**config.mk**
```make
export PLATFORM = sky130hd
export DESIGN_NAME = add_to_acap_flat
export DESIGN_NICKNAME = d
export VERILOG_FILES = /design/src/rtl/add_to_acap_pkg.sv /design/src/rtl/add_to_acap_if.sv /design/src/rtl/add_to_acap_shift_reg.sv /design/src/rtl/add_to_acap.sv /design/src/flat_wrapper.sv
export SDC_FILE = /design/constraint.sdc
export NUM_CORES = 1
export LEC_CHECK = 0
export CAP_MARGIN = 40
export CORE_MARGIN = 2
export CORE_UTILIZATION = 66
export DETAILED_ROUTE_END_ITERATION = 10
export PLACE_DENSITY_LB_ADDON = 0.25
export SETUP_SLACK_MARGIN = 0.5
export SLEW_MARGIN = 20
export SYNTH_ARGS = -nofsm -noshare
export SYNTH_HDL_FRONTEND = slang
export SYNTH_SLANG_ARGS = --single-unit
```
**constraint.sdc**
```tcl
create_clock -name clk -period 9.9 [get_ports clk]
set_input_delay 2.475 -clock clk [delete_from_list [all_inputs] [get_ports clk]]
set_output_delay 2.475 -clock clk [all_outputs]
set_load 0.02 [all_outputs]
```
**src/rtl/add_to_acap_pkg.sv**
```systemverilog
// Shared sizes, types and the modular-reduction helper for the ACC update stage.
// Latency: n/a (compile-time constants and a combinational function only).
// Backpressure: n/a.
package add_to_acap_pkg;

    localparam int RING_SIZE     = 8;
    localparam int RING_DEPTH    = 3;
    localparam int DATA_SIZE_ARB = 8;
    localparam int PE_NUMBER     = 2;
    localparam int NTT_NUMBER    = 2;
    localparam int LWE_SIZE      = 2;
    localparam int D_R           = 2;
    localparam int A_WIDTH       = 4;
    localparam int Q             = 251;

    // Lanes per cycle, chunks per polynomial pair, and digit count.
    localparam int P = PE_NUMBER * NTT_NUMBER;
    localparam int W = (2 * RING_SIZE) / P;
    localparam int K = LWE_SIZE * D_R;

    localparam int SECRET_KEY_SIZE   = K * W;
    localparam int SECRET_ADDR_WIDTH = $clog2(SECRET_KEY_SIZE);

    localparam int BANK_W = $clog2(P);
    localparam int ROW_W  = $clog2(W);
    localparam int K_W    = $clog2(K);

    // Product is kept at full width; one extra bit absorbs the ACC addend.
    localparam int PROD_W = A_WIDTH + DATA_SIZE_ARB;
    localparam int SUM_W  = PROD_W + 1;

    // Cycles between a step's last issue and the next step's first issue.
    localparam int DRAIN_CYCLES = 4;
    localparam int DRAIN_W      = 2;

    typedef enum logic [1:0] {
        ST_IDLE  = 2'd0,
        ST_ISSUE = 2'd1,
        ST_DRAIN = 2'd2,
        ST_DONE  = 2'd3
    } state_t;

    typedef logic [DATA_SIZE_ARB-1:0]         coef_t;
    typedef logic [P-1:0][DATA_SIZE_ARB-1:0]  row_t;
    typedef logic [P-1:0][PROD_W-1:0]         prod_row_t;

    // Exact reduction into [0,Q); the constant divisor keeps this a fixed circuit.
    function automatic coef_t mod_q(input logic [SUM_W-1:0] x);
        logic [SUM_W-1:0] r;
        r = x % SUM_W'(Q);
        return coef_t'(r);
    endfunction

endpackage

```
**src/rtl/add_to_acap_if.sv**
```systemverilog
// Host load/readback, start/done and key-memory signals of the ACC update stage.
// Latency: n/a (wiring only).
// Backpressure: none; host writes are dropped by the block while it is busy.
interface add_to_acap_if;
    import add_to_acap_pkg::*;

    logic                          write_enable_bram;
    logic [RING_DEPTH:0]           write_addr_input;
    logic [DATA_SIZE_ARB-1:0]      data_in;
    logic                          load_a;
    logic [DATA_SIZE_ARB-1:0]      data_a;
    logic [RING_DEPTH-1:0]         write_addr_a;
    logic                          start_addToACAP;
    logic [DATA_SIZE_ARB*P-1:0]    secret_key;
    logic [RING_DEPTH:0]           read_out;
    logic                          done;
    logic [DATA_SIZE_ARB-1:0]      data_out;
    logic [SECRET_ADDR_WIDTH-1:0]  secret_addr;

    modport slave (
        input  write_enable_bram, write_addr_input, data_in,
        input  load_a, data_a, write_addr_a,
        input  start_addToACAP, secret_key, read_out,
        output done, data_out, secret_addr
    );

    modport master (
        output write_enable_bram, write_addr_input, data_in,
        output load_a, data_a, write_addr_a,
        output start_addToACAP, secret_key, read_out,
        input  done, data_out, secret_addr
    );

endinterface

```
**src/rtl/add_to_acap_shift_reg.sv**
```systemverilog
// Fixed-depth delay line used to line up control and data with the key stream.
// Latency: SHIFT cycles from din to dout.
// Backpressure: none; advances every cycle, cleared by reset.
module add_to_acap_shift_reg #(
    parameter int SHIFT = 1,
    parameter int DATA  = 1
) (
    input  logic            clk,
    input  logic            reset,
    input  logic [DATA-1:0] din,
    output logic [DATA-1:0] dout
);

    logic [DATA-1:0] stage_q [SHIFT];

    // Shift one stage per cycle; reset empties the line so no stale write fires.
    always_ff @(posedge clk or posedge reset) begin
        if (reset) begin
            for (int i = 0; i < SHIFT; i++) begin
                stage_q[i] <= '0;
            end
        end else begin
            stage_q[0] <= din;
            for (int i = 1; i < SHIFT; i++) begin
                stage_q[i] <= stage_q[i-1];
            end
        end
    end

    assign dout = stage_q[SHIFT-1];

endmodule

```
**src/rtl/add_to_acap.sv**
```systemverilog
// ACC <- ACC + a_k*key_k mod Q over all K digits, P coefficients per cycle.
// Latency: K*(W+4)+1 cycles start->done; readback 1 cycle; key read 2 cycles.
// Backpressure: none; host writes and start are ignored while a run is active.
module add_to_acap
    import add_to_acap_pkg::*;
(
    input  logic          clk,
    input  logic          resetn,
    add_to_acap_if.slave  bus
);

    state_t                state;
    logic [K_W-1:0]        k_q;
    logic [ROW_W-1:0]      c_q;
    logic [DRAIN_W-1:0]    drain_cnt;

    logic issue;
    logic host_ok;
    logic rst;

    assign issue   = (state == ST_ISSUE);
    assign host_ok = (state == ST_IDLE) || (state == ST_DONE);
    assign rst     = ~resetn;

    // Sequencer: W issue cycles per digit, then a drain so writes land before re-reading.
    always_ff @(posedge clk or negedge resetn) begin
        if (!resetn) begin
            state           <= ST_IDLE;
            k_q             <= '0;
            c_q             <= '0;
            drain_cnt       <= '0;
            bus.done        <= 1'b0;
            bus.secret_addr <= '0;
        end else begin
            case (state)
                ST_IDLE: begin
                    if (bus.start_addToACAP) begin
                        state <= ST_ISSUE;
                        k_q   <= '0;
                        c_q   <= '0;
                    end
                end
                ST_ISSUE: begin
                    bus.secret_addr <= SECRET_ADDR_WIDTH'(k_q) * SECRET_ADDR_WIDTH'(W)
                                     + SECRET_ADDR_WIDTH'(c_q);
                    c_q <= c_q + 1'b1;
                    if (c_q == ROW_W'(W - 1)) begin
                        state     <= ST_DRAIN;
                        drain_cnt <= '0;
                    end
                end
                ST_DRAIN: begin
                    drain_cnt <= drain_cnt + 1'b1;
                    if (drain_cnt == DRAIN_W'(DRAIN_CYCLES - 1)) begin
                        c_q <= '0;
                        if (k_q == K_W'(K - 1)) begin
                            state <= ST_DONE;
                        end else begin
                            k_q   <= k_q + 1'b1;
                            state <= ST_ISSUE;
                        end
                    end
                end
                ST_DONE: begin
                    if (bus.start_addToACAP) begin
                        bus.done <= 1'b0;
                        state    <= ST_ISSUE;
                        k_q      <= '0;
                        c_q      <= '0;
                    end else begin
                        bus.done <= 1'b1;
                    end
                end
                default: state <= ST_IDLE;
            endcase
        end
    end

    // Storage: P banks side by side, so one row holds coefficients row*P .. row*P+P-1.
    row_t                 acc_mem [W];
    logic [A_WIDTH-1:0]   a_mem   [RING_SIZE];
    row_t                 rd_row;

    logic [BANK_W-1:0]    h_bank;
    logic [ROW_W-1:0]     h_row;
    logic [BANK_W-1:0]    rb_bank;
    logic [ROW_W-1:0]     rb_row;

    assign h_bank  = bus.write_addr_input[BANK_W-1:0];
    assign h_row   = ROW_W'(bus.write_addr_input >> BANK_W);
    assign rb_bank = bus.read_out[BANK_W-1:0];
    assign rb_row  = ROW_W'(bus.read_out >> BANK_W);

    // Only the low A_WIDTH bits of a digit are meaningful.
    logic unused_data_a_hi;
    assign unused_data_a_hi = ^bus.data_a[DATA_SIZE_ARB-1:A_WIDTH];

    logic                 wb_vld;
    logic [ROW_W-1:0]     wb_row;
    row_t                 wb_dat;

    // a-vector host port; frozen while a run is using it.
    always_ff @(posedge clk) begin
        if (host_ok && bus.load_a) begin
            a_mem[bus.write_addr_a] <= bus.data_a[A_WIDTH-1:0];
        end
    end

    // ACC array: row read for the issuing chunk, pipeline write-back, host write when idle.
    always_ff @(posedge clk) begin
        rd_row <= acc_mem[c_q];
        if (wb_vld) begin
            acc_mem[wb_row] <= wb_dat;
        end else if (host_ok && bus.write_enable_bram) begin
            acc_mem[h_row][h_bank] <= bus.data_in;
        end
    end

    // Readback port, one cycle from read_out.
    always_ff @(posedge clk or negedge resetn) begin
        if (!resetn) begin
            bus.data_out <= '0;
        end else begin
            bus.data_out <= acc_mem[rb_row][rb_bank];
        end
    end

    // Alignment: everything issued at edge t must meet the key word valid in cycle t+2.
    logic [A_WIDTH-1:0] a_d;
    row_t               row_d;

    add_to_acap_shift_reg #(.SHIFT(3), .DATA(A_WIDTH)) u_a_dly (
        .clk   (clk),
        .reset (rst),
        .din   (a_mem[RING_DEPTH'(k_q)]),
        .dout  (a_d)
    );

    // rd_row is already one register past the issue edge.
    add_to_acap_shift_reg #(.SHIFT(2), .DATA(DATA_SIZE_ARB * P)) u_row_dly (
        .clk   (clk),
        .reset (rst),
        .din   (rd_row),
        .dout  (row_d)
    );

    add_to_acap_shift_reg #(.SHIFT(4), .DATA(ROW_W + 1)) u_ctl_dly (
        .clk   (clk),
        .reset (rst),
        .din   ({issue, c_q}),
        .dout  ({wb_vld, wb_row})
    );

    row_t       key_row;
    row_t       base_q;
    prod_row_t  prod_q;

    assign key_row = bus.secret_key;

    // Product stage: full-width a_k*key per lane, ACC operand carried alongside.
    always_ff @(posedge clk) begin
        base_q <= row_d;
        for (int i = 0; i < P; i++) begin
            prod_q[i] <= PROD_W'(a_d) * PROD_W'(key_row[i]);
        end
    end

    // Reduce ACC + product into [0,Q) for the write-back.
    always_comb begin
        wb_dat = '0;
        for (int i = 0; i < P; i++) begin
            wb_dat[i] = mod_q(SUM_W'(base_q[i]) + SUM_W'(prod_q[i]));
        end
    end

endmodule

```
**src/flat_wrapper.sv**
```systemverilog
// flat-port wrapper written by rule: the top's interface ports become plain ports
module add_to_acap_flat import add_to_acap_pkg::*;
  (clk, resetn, bus_write_enable_bram, bus_write_addr_input, bus_data_in, bus_load_a, bus_data_a, bus_write_addr_a, bus_start_addToACAP, bus_secret_key, bus_read_out, bus_done, bus_data_out, bus_secret_addr);
  add_to_acap_if bus_i ();
  input  logic clk;
  input  logic resetn;
  input wire logic [$bits(bus_i.write_enable_bram)-1:0] bus_write_enable_bram;
  input wire logic [$bits(bus_i.write_addr_input)-1:0] bus_write_addr_input;
  input wire logic [$bits(bus_i.data_in)-1:0] bus_data_in;
  input wire logic [$bits(bus_i.load_a)-1:0] bus_load_a;
  input wire logic [$bits(bus_i.data_a)-1:0] bus_data_a;
  input wire logic [$bits(bus_i.write_addr_a)-1:0] bus_write_addr_a;
  input wire logic [$bits(bus_i.start_addToACAP)-1:0] bus_start_addToACAP;
  input wire logic [$bits(bus_i.secret_key)-1:0] bus_secret_key;
  input wire logic [$bits(bus_i.read_out)-1:0] bus_read_out;
  output wire logic [$bits(bus_i.done)-1:0] bus_done;
  output wire logic [$bits(bus_i.data_out)-1:0] bus_data_out;
  output wire logic [$bits(bus_i.secret_addr)-1:0] bus_secret_addr;
  assign bus_i.write_enable_bram = bus_write_enable_bram;
  assign bus_i.write_addr_input = bus_write_addr_input;
  assign bus_i.data_in = bus_data_in;
  assign bus_i.load_a = bus_load_a;
  assign bus_i.data_a = bus_data_a;
  assign bus_i.write_addr_a = bus_write_addr_a;
  assign bus_i.start_addToACAP = bus_start_addToACAP;
  assign bus_i.secret_key = bus_secret_key;
  assign bus_i.read_out = bus_read_out;
  assign bus_done = bus_i.done;
  assign bus_data_out = bus_i.data_out;
  assign bus_secret_addr = bus_i.secret_addr;
  add_to_acap u_core (.clk(clk), .resetn(resetn), .bus(bus_i));
endmodule
```
# [After elaboration in Yosys (flattened, before gate mapping)]
# Memory sizes are Yosys's and may differ from the RTL's. A register that Yosys moved wholly into a read port is not among the register bits.
# Index checks and enable logic that the tools add are counted.
[totals] ff_bits=185 latchBits=0 ram_bits=160 mem_bits_ro=0 output_inout_bits=13 word_cells=96 mem_count=2
[memory_table] name="u_core.acc_mem" words=4 width=32 read_ports=2 rd_ports_with_merged_regs=1 write_ports=1 line="add_to_acap.sv:80" source="row_t acc_mem [W];"
[memory_table] name="u_core.a_mem" words=8 width=4 read_ports=1 rd_ports_with_merged_regs=1 write_ports=1 line="add_to_acap.sv:81" source="logic [A_WIDTH-1:0] a_mem [RING_SIZE];"
[classes] add_sub_neg=8 multipliers=4 div=4 magnitude_cmp=3 n_eq_ne=10 shift=0 n_mux=28 bitwise=0 n_reduce_logical=14
[op_table] operator="32-bit 2-to-1 mux" count=3
[op_table] operator="8-bit by 12-bit adder with 13-bit output" count=4
[op_table] operator="13-bit by 8-bit remainder unit with 13-bit output (second input constant)" count=4
[op_table] operator="4-bit by 8-bit multiplier with 12-bit output" count=4
[op_table] operator="32-bit OR reduction" count=1
[op_table] operator="2-bit 2-to-1 mux" count=10
[op_table] operator="8-bit binary-select mux with 2-bit select" count=1
[op_table] operator="8-bit demux with 2-bit select" count=1
[op_table] operator="8-bit 2-to-1 mux" count=2
[op_table] operator="2-bit case mux with 3 select lines" count=2
[op_table] operator="2-bit == test (second input constant)" count=5
[op_table] operator="2-bit case mux with 2 select lines" count=2
[op_table] operator="1-bit 2-to-1 mux" count=7
[op_table] operator="2-bit by 1-bit adder with 2-bit output (second input constant)" count=3
[op_table] operator="2-bit by 3-bit less-than comparator with 1-bit output (second input constant)" count=2
[op_table] operator="4-bit by 2-bit adder with 4-bit output" count=1
[op_table] operator="2-bit by 1-bit inequality test with 1-bit output (second input constant)" count=2
[op_table] operator="2-bit inequality test (second input constant)" count=2
[op_table] operator="2-bit AND reduction" count=2
[op_table] operator="4-bit AND reduction" count=1
[op_table] operator="2-bit nonzero test" count=2
[op_table] operator="1-bit logical AND" count=3
[op_table] operator="3-bit AND reduction" count=1
[op_table] operator="2-bit by 1-bit == test with 1-bit output (second input constant)" count=1
[op_table] operator="other kinds (5)" count=5

# [Depth between registers and ports, before layout]
[depth] depth_word=8 mapped_depth=27 ltp_nobuf=25

# [Hierarchy]
# A second synthesis with hierarchy kept.
[unflattened] cells_unflattened=2292 area_unflattened_um2=23864.1
[modules_own_cells] mod="add_to_acap" instances=1 cells_per_inst=2162 area_per_inst_um2=21358.0 seq_area_each_um2=7091.8
[modules_own_cells] mod="add_to_acap_shift_reg at u_core.u_row_dly" instances=1 cells_per_inst=97 area_per_inst_um2=1845.5 seq_area_each_um2=1601.5
[modules_own_cells] mod="add_to_acap_shift_reg at u_core.u_a_dly" instances=1 cells_per_inst=17 area_per_inst_um2=334.1 seq_area_each_um2=300.3
[modules_own_cells] mod="add_to_acap_shift_reg at u_core.u_ctl_dly" instances=1 cells_per_inst=16 area_per_inst_um2=326.6 seq_area_each_um2=300.3

# [Least setup slack after synthesis]
# No wires, ideal clock.
[synth_path] kind="flip-flop to flip-flop" start="register u_core.prod_q[36] in the netlist's numbering" end="memory u_core.acc_mem[0][29] in the netlist's numbering, data pin" setup_ps=271 t_arrival_ps=6326 required_time_ps=9629 setup_slack_ps=3303 path_stages_with_launch=26 n_path_buf=1 synth_period_minus_slack_ps=6597 path_cell_list="dfxtp_1 > ha_1 > fa_1 > a21o_1 > a2111oi_0 > a311oi_2 > o211ai_2 > nor4b_2 > mux2_2 > a2111oi_0 > o211ai_1 > o211a_2 > and3_1 > nor2_1 > xnor2_1 > ha_1 > buf_1 > o21ai_0 > or4_1 > o2111ai_1 > nor3_1 > a211oi_2 > nor4b_4 > a2bb2oi_4 > and4b_1 > o311a_1"
[synth_between] elab_chain_len=3
[synth_rtl] item="from (decl)" line="add_to_acap.sv:156" source="prod_row_t prod_q;"
[synth_rtl] item="from (signal, indexed assignment)" line="add_to_acap.sv:164" source="prod_q[i] <= PROD_W'(a_d) * PROD_W'(key_row[i]);"
[synth_rtl] item="8-bit by 12-bit adder with 13-bit output" line="add_to_acap.sv:172" source="wb_dat[i] = mod_q(SUM_W'(base_q[i]) + SUM_W'(prod_q[i]));"
[synth_rtl] item="13-bit by 8-bit remainder unit with 13-bit output" line="add_to_acap_pkg.sv:50" source="r = x % SUM_W'(Q);"
[synth_rtl] item="32-bit 2-to-1 mux (no source line)"
[synth_rtl] item="to (decl)" line="add_to_acap.sv:80"
# No other way between the ends.

# [Worst setup path after layout]
[layout_path] start="register u_core.prod_q[36] in the netlist's numbering" end="memory u_core.acc_mem[0][28] in the netlist's numbering, data pin"
# The elaborated chain is that of the path after synthesis.

==> impl_metrics.yaml <==
timing:
  fin_crit_sh: 0.788
  period_needed_ns: 7.80
  fin_skew_ns: 0.0318
  tightest_slew_ns: 0.870
  slew_viol_final: 0
  max_freq_mhz: 128
  finalHoldViolations: 0
  rsz0062_at_grt: "no"
  fin_setup_tns_ns: 0
  setup_viol: 0
  slew_headroom: 0.418
clocking:
  htreeDepth: 2
  clkTransAtPathRegs_ns: 0.06
  ctsResizeCount: 0
  hold_buffers: 0
  cts_inserted_buffers: 38
  cts_tree: "built"
  cts_setup_buffers: 0
  clock_path_buffers: 3
  cts_sinks: 365
  insertion_delay_ns: 0.58
  cts-root-buf: "clkbuf_16"
synthesis:
  synth_area_leader_cell: "edfxtp_1"
  synth-edff-count: 144
  ys_types: 125
  synth_area_um2: 23800
  synthArstFlopShare: 0.299
  synthTopCellsByCount: "nand2_1, edfxtp_1, nor2_1, a21oi_1, inv_1"
  synth_top_area_frac: 0.182
  synth_area_per_cell_um2: 10.5
  synthFlopType: "edfxtp_1"
  ys_top_cells_by_area: "edfxtp_1, dfrtp_1, dfxtp_1, mux4_2, ha_1"
  synthCells: 2263
  ys_warn_count: 0
  synthesis.nets: 2489
  yosysMostFrequentCell: "nand2_1"
  synth.ff_latch_count: 365
  seq_area_frac_synth: 0.390
route:
  antenna_left: 0
  vias: 19200
  totalWireLength_mm: 61.4
  drtIter0Drc: 2109
  drc: 0
  wire_per_inst_um: 21.8
  dr.pass1.iters: 8
  via_per_inst: 6.83
worst_setup_path:
  rr_worst_depth: 24
  max_stage_delay_ns: 0.62
  cp.required_ns: 10.20
  worstSetupPathType: "flop to flop"
  cp_cell_sequence: "ha_1 > fa_1 > a21o_1 > a21oi_1 > a311oi_2 > o211ai_2 > nor4b_2 > mux2_2 > a2111oi_0 > o211ai_1 > o211a_2 > and3_1 > nor2_1 > xnor2_1 > ha_1 > o21ai_0 > or4_1 > o2111ai_1 > o21a_1 > a211oi_2 > nor4b_4 > a2bb2oi_4 > a21boi_1 > o31ai_1"
  arrival_ns: 8.10
  r2r_start: "u_core.prod_q[36]$_DFF_P_"
  cp_common_cell: "ha_1"
  endpoint_kind: "flop"
  crit_slowest_cell: "a2111oi_0"
  startpoint_type: "flop"
  crit_fanout: 9
  rrSetupSlack_ns: 2.10
  r2r_end: "u_core.acc_mem[0][28]$_DFFE_PP_"
hold_path:
  hp-start: "u_core.rd_row[2]$_DFF_P_"
  hold_depth: 0
  holdPathEnd: "u_core.u_row_dly.stage_q[34]$_DFF_PN0_"
  hold_class: "flop to flop"
floorplanning:
  initial_utilization: 0.670
  die-height_um: 194
  rows: 69
  core_area_um2: 35600
  io_pins: 77
  dieArea_um2: 37600
  dieWidth_um: 194
grt:
  grt_use_total: 0.327
  grt_first_pass_wirelength_mm: 99.5
  grt_overflow: 0
  grt_max_degree: 65
  grt_pass1_vias: 19200
  antenna_found_initial: 0
finish:
  nNetsFinal: 2550
  fin_util: 0.738
  syn_to_final_growth_pct: 10.2
  drive_above_1_share: 0.115
  antenna_cells: 0
placement:
  gp_congestion: 0.907
  port_buffers: 72
  place_hpwl_mm: 42.7
status:
  status: "complete, no violations"
flow_run:
  cap_violations: 0
worst max path at each step:
stage / from / end / slack (ns) / cells past startpoint
2_1_floorplan: u_core.prod_q[36]$_DFF_P_ / u_core.acc_mem[0][29]$_DFFE_PP_ / 3.30 / 25
3_3_place_gp: u_core.prod_q[36]$_DFF_P_ / u_core.acc_mem[2][28]$_DFFE_PP_ / 2.45 / 24
3_5_place_dp: u_core.prod_q[36]$_DFF_P_ / u_core.acc_mem[2][28]$_DFFE_PP_ / 2.33 / 24
4_1_cts: u_core.prod_q[36]$_DFF_P_ / u_core.acc_mem[0][28]$_DFFE_PP_ / 2.24 / 24
5_1_grt: u_core.prod_q[36]$_DFF_P_ / u_core.acc_mem[0][28]$_DFFE_PP_ / 1.57 / 24
6_report: u_core.prod_q[36]$_DFF_P_ / u_core.acc_mem[0][28]$_DFFE_PP_ / 2.10 / 24
through the flow:
step                cell area [um^2]  setup WS (ns)  std cells  hold WS (ns)
detailed placement             24900           2.33       2735         0.320
floorplan                      23800           3.30       2263         0.316
finish                         26200           2.10       2815         0.327
global placement               24900           2.45       2733         0.317
CTS                            26200           2.24       2805         0.328
global route                   26200           1.57       2815         0.330
worst max-delay path: cells and delay by family, from the launching register on:
| family | cells | cell delay, ns |
|---|---|---|
| compound gates | 14 | 3.67 |
| xor+xnor | 1 | 0.24 |
| fa+ha+maj | 3 | 1.13 |
| mux | 1 | 0.43 |
| simple gates | 5 | 1.75 |
| flops | 1 | 0.30 |
layer usage:
metal	wire length (um)	up-vias	part of all wire	global-route usage
li1	-	8672	-	-
met1	23900	9318	0.39	0.429
met2	29500	1054	0.48	0.537
met3	5690	181	0.093	0.0638
met4	2310	0	0.038	0.131
met5	0	-	0	0
state kept, by name, summed over array words and instances, names as in the netlist, 3 cells and up:
register / flops
u_core.acc_mem: 128
u_core.prod_q: 48
u_core.base_q: 32
u_core.rd_row: 32
u_core.u_row_dly.dout: 32
u_core.u_row_dly.stage_q: 32
u_core.a_mem: 16
u_core.u_ctl_dly.stage_q: 9
u_core.bus.data_out: 8
u_core.u_a_dly.stage_q: 8
u_core.bus.secret_addr: 4
u_core.u_a_dly.dout: 4
u_core.u_ctl_dly.dout: 3
cell usage in the layout (no fill, tap or decap), types with 17 or more instances in the layout:
master           netlist  final
a211oi_1              24     24
a21o_1                45     45
a21oi_1              126    126
a31oi_1               34     34
and2_1                68     68
and3_1                17     17
buf_4                  4     23
clkbuf_16              0     38
clkdlybuf4s50_1        0     70
dfrtp_1              109    108
dfxtp_1              112    112
edfxtp_1             144    144
fa_1                  52     52
ha_1                 110    110
inv_1                116    116
mux2_2                18     18
mux2i_1               20     20
mux4_2                76     76
nand2_1              194    194
nand2b_1              17     17
nand3_1               62     62
nand4_1               20     20
nor2_1               137    136
nor3_1                46     46
o211ai_1              29     29
o21a_1                18     18
o21ai_0               75     75
o21ai_1               17     17
o21bai_1              26     26
or3_1                 17     17
xnor2_1               99     99
xor2_1                26     26
cells by family after synthesis:
logic type,count (synthesis),share of synthesized area
buffers and inverters,193,0.0323
AOI/OAI and AO/OA,614,0.189
DFF,365,0.390
muxes,120,0.0921
and+or+nand+nor,678,0.145
xor gates and xnor gates,129,0.0487
adders and majority gates,164,0.102
layout make-up:
| class | instances | area (um^2) |
|---|---|---|
| fillers | 2388 | 9320 |
| well taps | 461 | 577 |
| clock inverters | 22 | 233 |
| flip-flops and latches | 365 | 9300 |
| clock buffers | 48 | 1020 |
| multi-input cells | 1705 | 13800 |
| repair buffers | 98 | 923 |
| inverters | 116 | 435 |
Power is left out: the tool's default activity adds up to more than one toggle a clock period on the data nets, which glitch-free logic cannot reach.
==> RTL edit 1, RTL diff (same settings) <==
The parameter `SHIFT` goes from 4 to 2.
--- a/src/rtl/add_to_acap.sv
+++ b/src/rtl/add_to_acap.sv
@@ -145,5 +145,5 @@
     );
 
-    add_to_acap_shift_reg #(.SHIFT(4), .DATA(ROW_W + 1)) u_ctl_dly (
+    add_to_acap_shift_reg #(.SHIFT(2), .DATA(ROW_W + 1)) u_ctl_dly (
         .clk   (clk),
         .reset (rst),
Formal check against the unedited RTL: not equivalent (a bounded check fails within 10 cycles, from zero or initial values and one cycle with resetn low).
==> RTL edit 1 against the unedited design <==
  * Area after synthesis shrank 1.0%
  * Highest routed layer unchanged
  * Largest cell class unchanged
  * Worst hold slack got worse by 4.0 ps
  * Sequential cell count fell by 6
  * Via count shrank 1.7%
  * Design area decreased by 1.0%
  * Wire length shrank 3.2%
  * Sequential share of layout area shrank 0.21 points
  * Setup slack improved by 100 ps
Power is not shown: default switching activity piles up to over one toggle a cycle in this logic, so the estimate is an artifact.
==> RTL edit 1: results <==
export IMPL_cp_top_family="compound AO/OA/AOI/OAI gates"
export IMPL_critPathMaxStageDelay_ps=650
export IMPL_status="completed"
export IMPL_post_cts_resized=0
export IMPL_use_met2=0.541
export IMPL_reg2reg_slack_ps=2200
export IMPL_worst_pin_slew_ps=964
export IMPL_synthArstFlopShare=0.287
export IMPL_fillers=2420
export IMPL_wl_per_cell_um=21.2
export IMPL_clkTransAtPathRegs_ps=60
export IMPL_fin_hold_ws_ps=323
export IMPL_place_congestion=0.932
export IMPL_crit_path_max_fanout=12
export IMPL_grt_max_degree=54
export IMPL_track_usage=0.319
export IMPL_synth_cell_type_count=120
export IMPL_ys_top_cells_by_count="nand2_1, nor2_1, edfxtp_1"
export IMPL_yosysSeqAreaShare=0.388
export IMPL_grt_pass1_vias=18400
export IMPL_hpwl_mm=41.2
export IMPL_fin_skew_ps=41.7
export IMPL_critPathSlowestCell="o22ai_1"
export IMPL_drt_first_pass_iters=7
export IMPL_grt_pass1_wl_mm=93.7
export IMPL_vias=18900
export IMPL_hold_end="u_core.u_row_dly.stage_q[48]$_DFF_PN0_"
export IMPL_critical_path_arrival_ps=7910
export IMPL_grt_use_met3=0.0547
export IMPL_first_iter_violations=1699
export IMPL_synth_nets=2485
export IMPL_setup_worst_path_end="u_core.acc_mem[1][12]$_DFFE_PP_"
export IMPL_drive_above_1_share=0.113
export IMPL_insertion_delay_ps=560
export IMPL_rr_startpoint="u_core.prod_q[12]$_DFF_P_"
## RTL edit 1: changes by cell type in the layout (fill, tap and decap cells not counted), moves of 7 or more
cell / before / now
mux2i_1: 20 / 27
o21ai_1: 17 / 24
xor2_1: 26 / 35
nor2_1: 136 / 147
a21o_1: 45 / 32
xnor2_1: 99 / 83
o22ai_1: 9 / 16
a21oi_1: 126 / 109
nand3_1: 62 / 53
inv_1: 116 / 106
## RTL edit 1: cell families (layout without fill, tap and decap cells)
group	after synthesis	count (layout)	synth area share
other	0	2	0
muxes	121	121	0.0928
AOI/OAI and AO/OA	601	601	0.184
DFF	359	359	0.388
xor gates and xnor gates	121	121	0.0459
buffers and inverters	189	272	0.0327
and+or+nand+nor	702	702	0.152
adders and majority gates	166	166	0.104
## RTL edit 1: through the flow
| stage | instances | setup WS, ps | area [um^2] |
|---|---|---|---|
| floorplan | 2259 | 3530 | 23600 |
| global placement | 2720 | 2450 | 24600 |
| detailed placement | 2721 | 2400 | 24600 |
| CTS | 2791 | 2370 | 25900 |
| global route | 2803 | 1740 | 26000 |
| finish | 2805 | 2200 | 26000 |
## RTL edit 1: metal layers
layer / wire [um] / part of all wire
met2: 28700 / 0.48
met3: 4890 / 0.082
met4: 2110 / 0.036
met5: 0 / 0
met1: 23700 / 0.40
## RTL edit 1: final cells by class
| class | instances | area share |
|---|---|---|
| diodes | 2 | 0.000193 |
| clock buffers | 53 | 0.0422 |
| well taps | 461 | 0.0222 |
| multi-input cells | 1711 | 0.526 |
| inverters | 107 | 0.0155 |
| repair buffers | 95 | 0.0339 |
| clock inverters | 17 | 0.00766 |
| flip-flops and latches | 359 | 0.352 |
==> RTL edit 2, RTL diff (same settings) <==
Without the edit above. Encoding of `state_t`: now one-hot (4 bits for 4 states).
--- a/src/rtl/add_to_acap_pkg.sv
+++ b/src/rtl/add_to_acap_pkg.sv
@@ -34,9 +34,9 @@
     localparam int DRAIN_W      = 2;
 
-    typedef enum logic [1:0] {
-        ST_IDLE  = 2'd0,
-        ST_ISSUE = 2'd1,
-        ST_DRAIN = 2'd2,
-        ST_DONE  = 2'd3
+    typedef enum logic [3:0] {
+        ST_IDLE  = 4'b0001,
+        ST_ISSUE = 4'b0010,
+        ST_DRAIN = 4'b0100,
+        ST_DONE  = 4'b1000
     } state_t;
 
Check against the original RTL: no difference found for any inputs over 4 cycles, from zero or initial values and one cycle with resetn low; so few cycles prove little.
==> RTL edit 2 against the unedited design <==
  * Core utilization grew 0.55 points
  * Area after synthesis fell by 2.6%
  * Setup slack got worse by 90 ps
  * Wire length fell by 4.3%
  * Maximum frequency is 1.1% lower
  * Design area is 2.2% lower
  * Sequential cell count rose by 2
Power is left out: the tool's default activity adds up to more than one toggle a clock period on the data nets, which glitch-free logic cannot reach.
==> RTL edit 2: results <==
export IMPL_synth_nets=2383
export IMPL_worst_pin_slew_ps=945
export IMPL_met1_length_mm=23.6
export IMPL_insertion_delay_ps=550
export IMPL_drt_first_pass_iters=6
export IMPL_critPathMaxStageDelay_ps=730
export IMPL_grt_max_degree=60
export IMPL_synthAdderAreaFrac=0.106
export IMPL_grt_pass1_vias=18100
export IMPL_final_net_count=2455
export IMPL_fillers=2256
export IMPL_grt_use_met3=0.0483
export IMPL_fin_skew_ps=30.6
export IMPL_critical_path_arrival_ps=8190
export IMPL_met3_length_mm=4.71
export IMPL_use_met2=0.549
export IMPL_grt_pass1_wl_mm=94.0
export IMPL_status="completed"
export IMPL_wl_per_cell_um=21.6
export IMPL_ys_top_cells_by_count="nand2_1, edfxtp_1, a21oi_1"
export IMPL_critPathSlowestCell="a221oi_1"
export IMPL_yosysSeqAreaShare=0.403
export IMPL_met1_usage=0.425
export IMPL_vias=18300
export IMPL_synth_mux_area_frac=0.0862
[RTL edit 2: worst reg2reg max path: cells and delay by family, from the launching register on]
kind | cells | cell delay, ps
compound gates | 16 | 5280
simple gates | 4 | 1000
fa+ha+maj | 3 | 960
flops | 1 | 300
xor+xnor | 1 | 90
[RTL edit 2: worst paths after layout]
check | cells past startpoint | slack (ps) | to | startpoint
setup / recovery | 24 | 2000 | u_core.acc_mem[3][4]$_DFFE_PP_ | u_core.prod_q[0]$_DFF_P_
hold / removal | 0 | 320 | u_core.u_row_dly.stage_q[39]$_DFF_PN0_ | u_core.rd_row[7]$_DFF_P_
setup reg to reg | 24 | 2000 | u_core.acc_mem[3][4]$_DFFE_PP_ | u_core.prod_q[0]$_DFF_P_
hold reg to reg | 0 | 320 | u_core.u_row_dly.stage_q[39]$_DFF_PN0_ | u_core.rd_row[7]$_DFF_P_
max in group asynchronous | 2 | 6730 | u_core.c_q[0]$_DFFE_PN0P_ | resetn
min in group asynchronous | 1 | 1950 | u_core.u_ctl_dly.stage_q[3]$_DFF_PN0_ | resetn
[RTL edit 2: per-stage QoR]
| stage | hold slack [ps] | utilization | cells | worst slack [ps] | cell area, um^2 |
|---|---|---|---|---|---|
| after floorplan | 316 | - | 2160 | 3440 | 23200 |
| after global placement | 316 | 0.704 | 2633 | 2730 | 24300 |
| after CTS | 326 | 0.741 | 2706 | 2140 | 25600 |
| final | 325 | 0.743 | 2716 | 2000 | 25700 |
| after global routing | 324 | 0.743 | 2716 | 1360 | 25700 |
| after detailed placement | 320 | 0.705 | 2638 | 2390 | 24300 |
[RTL edit 2: cell type report]
cell class,count,area share
Clock buffer,50,0.0420
Timing Repair Buffer,100,0.0366
Clock inverter,18,0.00614
Multi-Input combinational cell,1620,0.514
Inverter,106,0.0155
Tap cell,455,0.0222
Sequential cell,367,0.364
